===== src/rtl/scan_decoder_if.sv =====
// Bundles the control inputs and registered select outputs of scan_decoder.
interface scan_decoder_if #(
  parameter int unsigned ADDR_W = 2
);
  localparam int unsigned NUM_OUT = 1 << ADDR_W;

  logic              enable;
  logic              mode;
  logic              load;
  logic [ADDR_W-1:0] address;
  logic [NUM_OUT-1:0] out;
  logic [ADDR_W-1:0] cur_addr;
  logic              wrap;

  modport master (
    output enable, mode, load, address,
    input  out, cur_addr, wrap
  );

  modport slave (
    input  enable, mode, load, address,
    output out, cur_addr, wrap
  );
endinterface


===== src/rtl/scan_decoder.sv =====
// Registered one-hot decoder with direct-load and prescaled auto-scan modes.
// Optional SCAN_BLANK_EN: blanks out for the first cycle of each automatic scan step.
module scan_decoder #(
  parameter int unsigned ADDR_W   = 2,
  parameter int unsigned PRESCALE = 4
) (
  input logic          clk,
  input logic          reset_n,
  scan_decoder_if.slave bus
);
  localparam int unsigned NUM_OUT = 1 << ADDR_W;
  localparam int unsigned CNT_W   = (PRESCALE > 1) ? $clog2(PRESCALE) : 1;

`ifdef SCAN_BLANK_EN
  localparam bit BLANK = (PRESCALE >= 2);
`else
  localparam bit BLANK = 1'b0;
`endif

  logic [ADDR_W-1:0]  addr_q, addr_d;
  logic [CNT_W-1:0]   pre_cnt_q, pre_cnt_d;
  logic               mode_d_q, mode_d_d;
  logic [NUM_OUT-1:0] out_q, out_d;
  logic               wrap_q, wrap_d;
  logic               step;

  always_comb begin
    addr_d    = addr_q;
    pre_cnt_d = pre_cnt_q;
    mode_d_d  = bus.mode;
    wrap_d    = 1'b0;
    step      = 1'b0;
    out_d     = '0;

    // A mode change only restarts the prescaler; a load still takes priority.
    if (bus.load) begin
      addr_d    = bus.address;
      pre_cnt_d = '0;
    end else if (bus.mode != mode_d_q) begin
      pre_cnt_d = '0;
    end else if (bus.mode && bus.enable) begin
      if (pre_cnt_q == CNT_W'(PRESCALE - 1)) begin
        addr_d    = addr_q + 1'b1;
        pre_cnt_d = '0;
        step      = 1'b1;
        wrap_d    = (addr_q == '1);
      end else begin
        pre_cnt_d = pre_cnt_q + 1'b1;
      end
    end

    // out is computed from the address the register takes at this same edge.
    if (bus.enable && !(BLANK && step))
      out_d = NUM_OUT'(1) << addr_d;
  end

  always_ff @(posedge clk or negedge reset_n) begin
    if (!reset_n) begin
      addr_q    <= '0;
      pre_cnt_q <= '0;
      mode_d_q  <= 1'b0;
      out_q     <= '0;
      wrap_q    <= 1'b0;
    end else begin
      addr_q    <= addr_d;
      pre_cnt_q <= pre_cnt_d;
      mode_d_q  <= mode_d_d;
      out_q     <= out_d;
      wrap_q    <= wrap_d;
    end
  end

  assign bus.out      = out_q;
  assign bus.cur_addr = addr_q;
  assign bus.wrap     = wrap_q;
endmodule


===== src/flat_wrapper.sv =====
// flat-port wrapper written by rule: the top's interface ports become plain ports
module scan_decoder_flat 
#(
  parameter int unsigned ADDR_W   = 2,
  parameter int unsigned PRESCALE = 4
)
  (clk, reset_n, bus_enable, bus_mode, bus_load, bus_address, bus_out, bus_cur_addr, bus_wrap);
  scan_decoder_if #(.ADDR_W(ADDR_W)) bus_i ();
  input logic clk;
  input logic reset_n;
  input wire logic [$bits(bus_i.enable)-1:0] bus_enable;
  input wire logic [$bits(bus_i.mode)-1:0] bus_mode;
  input wire logic [$bits(bus_i.load)-1:0] bus_load;
  input wire logic [$bits(bus_i.address)-1:0] bus_address;
  output wire logic [$bits(bus_i.out)-1:0] bus_out;
  output wire logic [$bits(bus_i.cur_addr)-1:0] bus_cur_addr;
  output wire logic [$bits(bus_i.wrap)-1:0] bus_wrap;
  assign bus_i.enable = bus_enable;
  assign bus_i.mode = bus_mode;
  assign bus_i.load = bus_load;
  assign bus_i.address = bus_address;
  assign bus_out = bus_i.out;
  assign bus_cur_addr = bus_i.cur_addr;
  assign bus_wrap = bus_i.wrap;
  scan_decoder #(.ADDR_W(ADDR_W), .PRESCALE(PRESCALE)) u_core (.clk(clk), .reset_n(reset_n), .bus(bus_i));
endmodule

===== config.mk =====
export PLATFORM = sky130hd
export DESIGN_NAME = scan_decoder_flat
export DESIGN_NICKNAME = d
export VERILOG_FILES = /design/src/rtl/scan_decoder_if.sv /design/src/rtl/scan_decoder.sv /design/src/flat_wrapper.sv
export SDC_FILE = /design/constraint.sdc
export NUM_CORES = 1
export LEC_CHECK = 0
export BUFFER_PORTS_ARGS = -buffer_cell sky130_fd_sc_hd__buf_2
export CORE_AREA = 2 2 39 41
export CTS_CLUSTER_SIZE = 25
export DETAILED_ROUTE_END_ITERATION = 12
export DIE_AREA = 0 0 41 43
export GPL_TIMING_DRIVEN = 0
export HOLD_SLACK_MARGIN = 0.05
export PLACE_DENSITY = 0.63
export SLEW_MARGIN = 10
export SYNTH_ARGS = -nofsm -noshare
export SYNTH_HDL_FRONTEND = slang
export SYNTH_SLANG_ARGS = --single-unit

===== constraint.sdc =====
create_clock -name clk -period 3 [get_ports clk]
set_input_delay 0.9 -clock clk [delete_from_list [all_inputs] [get_ports clk]]
set_output_delay 0.9 -clock clk [all_outputs]
set_load 0.03 [all_outputs]

; ---- Yosys cells after proc, flatten, opt, wreduce, memory -nomap -nowiden
; Index checks and enable logic that the tools add are counted.
[word_totals]
out_inout_bits = 7
inputBits = 7
register_bits = 10
elab_cells = 26
[op_classes]
mux = 13
addsub = 2
eq_ne = 3
shifts = 1
n_reduce_logical = 2
[ops]
columns = operator, count
row1 = $mux W2, 8
row2 = $add A2 B1 Y2 const B, 2
row3 = $eq A2 B2 Y1 const B, 2
row4 = $mux W1, 4
row5 = $mux W4, 1
row6 = $shl A1 B2 Y4 const A, 1
row7 = $reduce_bool A3 Y1, 1
row8 = $logic_and A1 B1 Y1, 1
row9 = $ne A1 B1 Y1, 1

; ---- Depth between registers and ports, before layout
[depth]
depth_word = 7
depth_mapped = 4
mapped_depth_nobuf = 4

; ---- Worst setup path after synthesis
; OpenSTA, ideal clock, no wires.
[synth_timing]
path_kind = input to register
startpoint = input port bus_enable
endpoint = register u_core.out_q[3] (netlist: u_core.bus.out[3])
path_buffers = 1
setup_ps = 95
slack_ps = 1313
required_ps = 2905
arrival_time_ps = 1592
stages = 4
cell_sequence = buf_4 > nand4_1 > xor2_1 > o31ai_1
[synth_between]
elab_chain_cells = 6
[synth_lines]
columns = element, line
row1 = "start, declared", flat_wrapper.sv:11  ; input wire logic [$bits(bus_i.enable)-1:0] bus_enable;
row2 = $logic_and A1 B1 Y1, scan_decoder.sv:41  ; end else if (bus.mode && bus.enable) begin
row3 = $mux W2, scan_decoder.sv:41
row4 = $mux W2, scan_decoder.sv:39  ; end else if (bus.mode != mode_d_q) begin
row5 = $mux W2, scan_decoder.sv:36  ; if (bus.load) begin
row6 = $shl A1 B2 Y4, scan_decoder.sv:54  ; out_d = NUM_OUT'(1) << addr_d;
row7 = $mux W4 *, scan_decoder.sv:53  ; if (bus.enable && !(BLANK && step))
row8 = via u_core.out_d[3], scan_decoder.sv:23  ; logic [NUM_OUT-1:0] out_q, out_d;
row9 = "end signal, assigned", scan_decoder.sv:68  ; out_q <= out_d;
row10 = "end, declared", scan_decoder.sv:23
; Mark *: on every way through the listed nets, which the timed path passes. The rest lies on a longest branch.
; A chain may end at the register's enable or synchronous reset.

; ---- Worst setup path after layout
[layout_timing]
startpoint = register u_core.addr_q[0] (netlist: u_core.bus.cur_addr[0])
endpoint = output port bus_cur_addr[0]
[layout_lines]
columns = element, line
row1 = "start, declared", scan_decoder.sv:20  ; logic [ADDR_W-1:0] addr_q, addr_d;
row2 = "start signal, assigned", scan_decoder.sv:65  ; addr_q <= addr_d;
row3 = "end, declared", flat_wrapper.sv:16  ; output wire logic [$bits(bus_i.cur_addr)-1:0] bus_cur_addr;
; No word-level cell between the ends.

==> flow_results.xml <==
<?xml version="1.0" encoding="UTF-8"?>
<metrics>
  <group name="floorplanning">
    <metric name="core-area" unit="sq um">1380</metric>
    <metric name="design.die.area" unit="sq um">1760</metric>
    <metric name="rows" unit="">14</metric>
    <metric name="initial_utilization" unit="">0.373</metric>
    <metric name="die_ht" unit="um">43</metric>
    <metric name="die_w" unit="um">41</metric>
    <metric name="ioPinCount" unit="">14</metric>
  </group>
  <group name="sta">
    <metric name="setup_total_neg_slack" unit="ns">0</metric>
    <metric name="timing.max_slew.rel_slack" unit="">0.721</metric>
    <metric name="hold_violations" unit="">0</metric>
    <metric name="tightestPinTransition" unit="ns">0.419</metric>
    <metric name="period_utilization_post_route" unit="">0.608</metric>
    <metric name="fin_worst_skew" unit="ns">0.00391</metric>
    <metric name="final-setup-viol-count" unit="">0</metric>
    <metric name="final_period_minus_worst_setup_slack" unit="ns">1.82</metric>
    <metric name="grt_setup_unrepaired" unit="">no</metric>
    <metric name="report.final.slew_viol_count" unit="">0</metric>
    <metric name="max_clock_freq" unit="GHz">0.548</metric>
  </group>
  <group name="final_layout">
    <metric name="finish.cell_count_without_fillers" unit="">78</metric>
    <metric name="post_route_cells_drive_above_1_share" unit="">0.290</metric>
    <metric name="area_growth" unit="%">22.6</metric>
    <metric name="antenna_cells_inserted" unit="">0</metric>
    <metric name="layout.nets" unit="">73</metric>
    <metric name="final_util" unit="">0.457</metric>
  </group>
  <group name="global_routing">
    <metric name="grtUsageMet2" unit="">0.200</metric>
    <metric name="groute.layer.met1.usage" unit="">0.181</metric>
    <metric name="globalRoute.totalOverflow" unit="">0</metric>
    <metric name="grt_pass1_vias" unit="">386</metric>
    <metric name="grt_util_all_layers" unit="">0.143</metric>
    <metric name="grt_antenna_before_repair" unit="">0</metric>
    <metric name="global_route_wire_length_before_repair" unit="um">1620</metric>
    <metric name="gr-max-usage-layer" unit="">met2</metric>
    <metric name="maximum_number_of_pins_on_one_net_before_global_route_repair" unit="">11</metric>
    <metric name="gr-usage-met3" unit="">0.0419</metric>
  </group>
  <group name="clock_tree">
    <metric name="clock_latency" unit="ns">0.28</metric>
    <metric name="cts_buffers" unit="">3</metric>
    <metric name="path_clk_slew" unit="ns">0.07</metric>
    <metric name="number_of_clock_sinks" unit="">10</metric>
    <metric name="clock-root-buffer" unit="">clkbuf_4</metric>
    <metric name="htree_num_levels" unit="">1</metric>
    <metric name="cts_tree" unit="">built</metric>
    <metric name="cts_setup_buffers" unit="">0</metric>
    <metric name="cts.hold.buffers_added" unit="">0</metric>
    <metric name="clock_path_buffers" unit="">2</metric>
    <metric name="post_cts_resize_count" unit="">0</metric>
  </group>
  <group name="run">
    <metric name="max_cap_violations" unit="">0</metric>
  </group>
  <group name="yosys">
    <metric name="yosys_warnings" unit="">0</metric>
    <metric name="yosys_register_bits" unit="">10</metric>
    <metric name="count_of_flip_flops_with_a_built_in_enable_after_synthesis" unit="">0</metric>
    <metric name="synth_compound_gate_area_share" unit="">0.0995</metric>
    <metric name="synth_flop_cell" unit="">dfrtp_1</metric>
    <metric name="synth-adder-area-share" unit="">0.0728</metric>
    <metric name="ys_top_cells_by_count" unit="">10 x dfrtp_1, 6 x nand4_1, 4 x mux2i_1, 4 x o31ai_1</metric>
    <metric name="ys_top_cells_by_area" unit="">dfrtp_1 49%, mux2i_1 7.8%, ha_1 7.3%</metric>
    <metric name="unique_masters_post_synth" unit="">20</metric>
    <metric name="fraction_of_synthesized_area_in_multiplexers" unit="">0.107</metric>
    <metric name="postSynthNetCount" unit="">56</metric>
    <metric name="yosysSeqAreaShare" unit="">0.485</metric>
    <metric name="synth_top_family_by_area" unit="">simple AND/OR/NAND/NOR gates</metric>
    <metric name="synth-simple-area-share" unit="">0.165</metric>
    <metric name="synth_xor_xnor_area_share" unit="">0.0340</metric>
    <metric name="synthesis.instances" unit="">46</metric>
    <metric name="post_synth.cell_area_avg" unit="sq um">11.2</metric>
    <metric name="synthesis.area" unit="sq um">515</metric>
    <metric name="async_reset_ff_frac" unit="">1.00</metric>
    <metric name="netlist.top_cell.by_area" unit="">dfrtp_1</metric>
    <metric name="fraction_of_synthesized_cell_area_taken_by_the_top_area_cell_type" unit="">0.485</metric>
    <metric name="synth.most_common_cell" unit="">dfrtp_1</metric>
  </group>
  <group name="pwr">
    <metric name="worst_ir_drop_vdd" unit="uV">225</metric>
    <metric name="cellLeakagePower" unit="nW">0.329</metric>
    <metric name="total_power" unit="uW">328</metric>
    <metric name="pwr_density_cell" unit="nW/um^2">518</metric>
  </group>
  <group name="place">
    <metric name="placement.io_buffers" unit="">12</metric>
    <metric name="numPlacedInstances" unit="">74</metric>
    <metric name="dpl.hpwl" unit="um">734</metric>
    <metric name="gpl.final_weighted_congestion" unit="">0.791</metric>
  </group>
  <group name="worst_hold_path">
    <metric name="worstHoldPathType" unit="">primary input to async pin</metric>
  </group>
  <group name="drt">
    <metric name="drt-initial-drc-count" unit="">10</metric>
    <metric name="drt_pass1_iterations" unit="">4</metric>
    <metric name="detail-route-antenna-nets" unit="">0</metric>
    <metric name="totalWireLength" unit="um">975</metric>
    <metric name="detail_route.wl_per_cell" unit="um">12.5</metric>
    <metric name="remaining_drc_errors" unit="">0</metric>
    <metric name="dr_total_vias" unit="">410</metric>
    <metric name="detail_route.vias_per_cell" unit="">5.26</metric>
  </group>
  <group name="worst_setup_path">
    <metric name="crit_arrival" unit="ns">0.92</metric>
    <metric name="worst_reg_to_reg_setup_slack" unit="ns">1.51</metric>
    <metric name="rr_startpoint" unit="">u_core.pre_cnt_q[0]</metric>
    <metric name="timing.critical_path.fanout_max" unit="">4</metric>
    <metric name="slowest_stage" unit="">dfrtp_1</metric>
    <metric name="ff2ff_path_depth" unit="">4</metric>
    <metric name="critPathCaptureType" unit="">output port</metric>
    <metric name="req_time_crit_path" unit="ns">2.10</metric>
    <metric name="path_buf_inv" unit="">1</metric>
    <metric name="start_kind" unit="">register</metric>
    <metric name="critical_path_class" unit="">register to output port</metric>
    <metric name="biggest_cell_delay_along_the_critical_path" unit="ns">0.42</metric>
    <metric name="worst_r2r_endpoint" unit="">u_core.bus.out[1]</metric>
    <metric name="path_cells" unit="">buf_2</metric>
    <metric name="critPathTopFamily" unit="">flip-flops</metric>
  </group>
  <group name="status">
    <metric name="outcome" unit="">finished clean</metric>
  </group>
</metrics>
logic make-up (layout without fill, tap and decap cells):
kind of cell             Yosys count  count (layout)
multiplexers                       5               5
adder cells (fa/ha/maj)            3               3
AO/OA/AOI/OAI                      7               7
AND/OR/NAND/NOR                   15              15
buffers and inverters              4              20
flip-flops                        10              10
XOR/XNOR                           2               2
state kept, by name, indices dropped and copies added, names as in the netlist:
register,flops
u_core.bus.out,4
u_core.bus.cur_addr,2
u_core.pre_cnt_q,2
u_core.bus.wrap,1
u_core.mode_d_q,1
power by group:
part	internal, mW	switching (mW)	leakage [nW]
sequential	0.142	0.00518	0.131
clock	0.0739	0.0542	0.0210
combinational	0.0190	0.0335	0.178
total	0.235	0.0929	0.329
layout by cell type (no fill, tap or decap), types with 2 or more instances in the layout:
cell type,Yosys,routed
mux2i_1,4,4
nand4_1,6,6
nand2_1,2,2
ha_1,3,3
o31ai_1,4,4
nor2_1,3,3
buf_2,0,12
clkbuf_4,0,3
inv_1,2,2
dfrtp_1,10,10
worst max path at each step:
| stage | slack (ns) | end | cells after the start | from |
|---|---|---|---|---|
| after global placement | 1.13 | u_core.bus.out[3] | 5 | bus_enable |
| after CTS | 1.17 | bus_cur_addr[0] | 1 | u_core.bus.cur_addr[0] |
| final | 1.18 | bus_cur_addr[0] | 1 | u_core.bus.cur_addr[0] |
| after global routing | 1.14 | bus_cur_addr[0] | 1 | u_core.bus.cur_addr[0] |
| after floorplan | 1.31 | u_core.bus.out[3] | 4 | bus_enable |
| after detailed placement | 1.11 | u_core.bus.out[0] | 4 | bus_mode |
layout make-up:
cell class	count	area, sq um
multi-input combinational	32	246
timing repair buffer	12	60.1
tap	16	20.0
inverter	2	7.51
buffer	2	11.3
clock buffer	4	36.3
sequential	10	250
fill	122	752
per-layer routing:
| metal | part of all wire | vias up |
|---|---|---|
| li1 | - | 204 |
| met1 | 0.49 | 191 |
| met2 | 0.43 | 13 |
| met3 | 0.067 | 2 |
| met4 | 0.014 | 0 |
| met5 | 0 | - |
metrics by stage:
stage	worst slack [ns]	cell area, sq um	hold slack (ns)
2_1_floorplan	1.31	515	0.531
3_3_place_gp	1.13	596	0.559
3_5_place_dp	1.11	596	0.586
4_1_cts	1.17	632	0.473
5_1_grt	1.14	632	0.482
6_report	1.18	632	0.472
No activity file was read; power rests on OpenSTA's default activity.
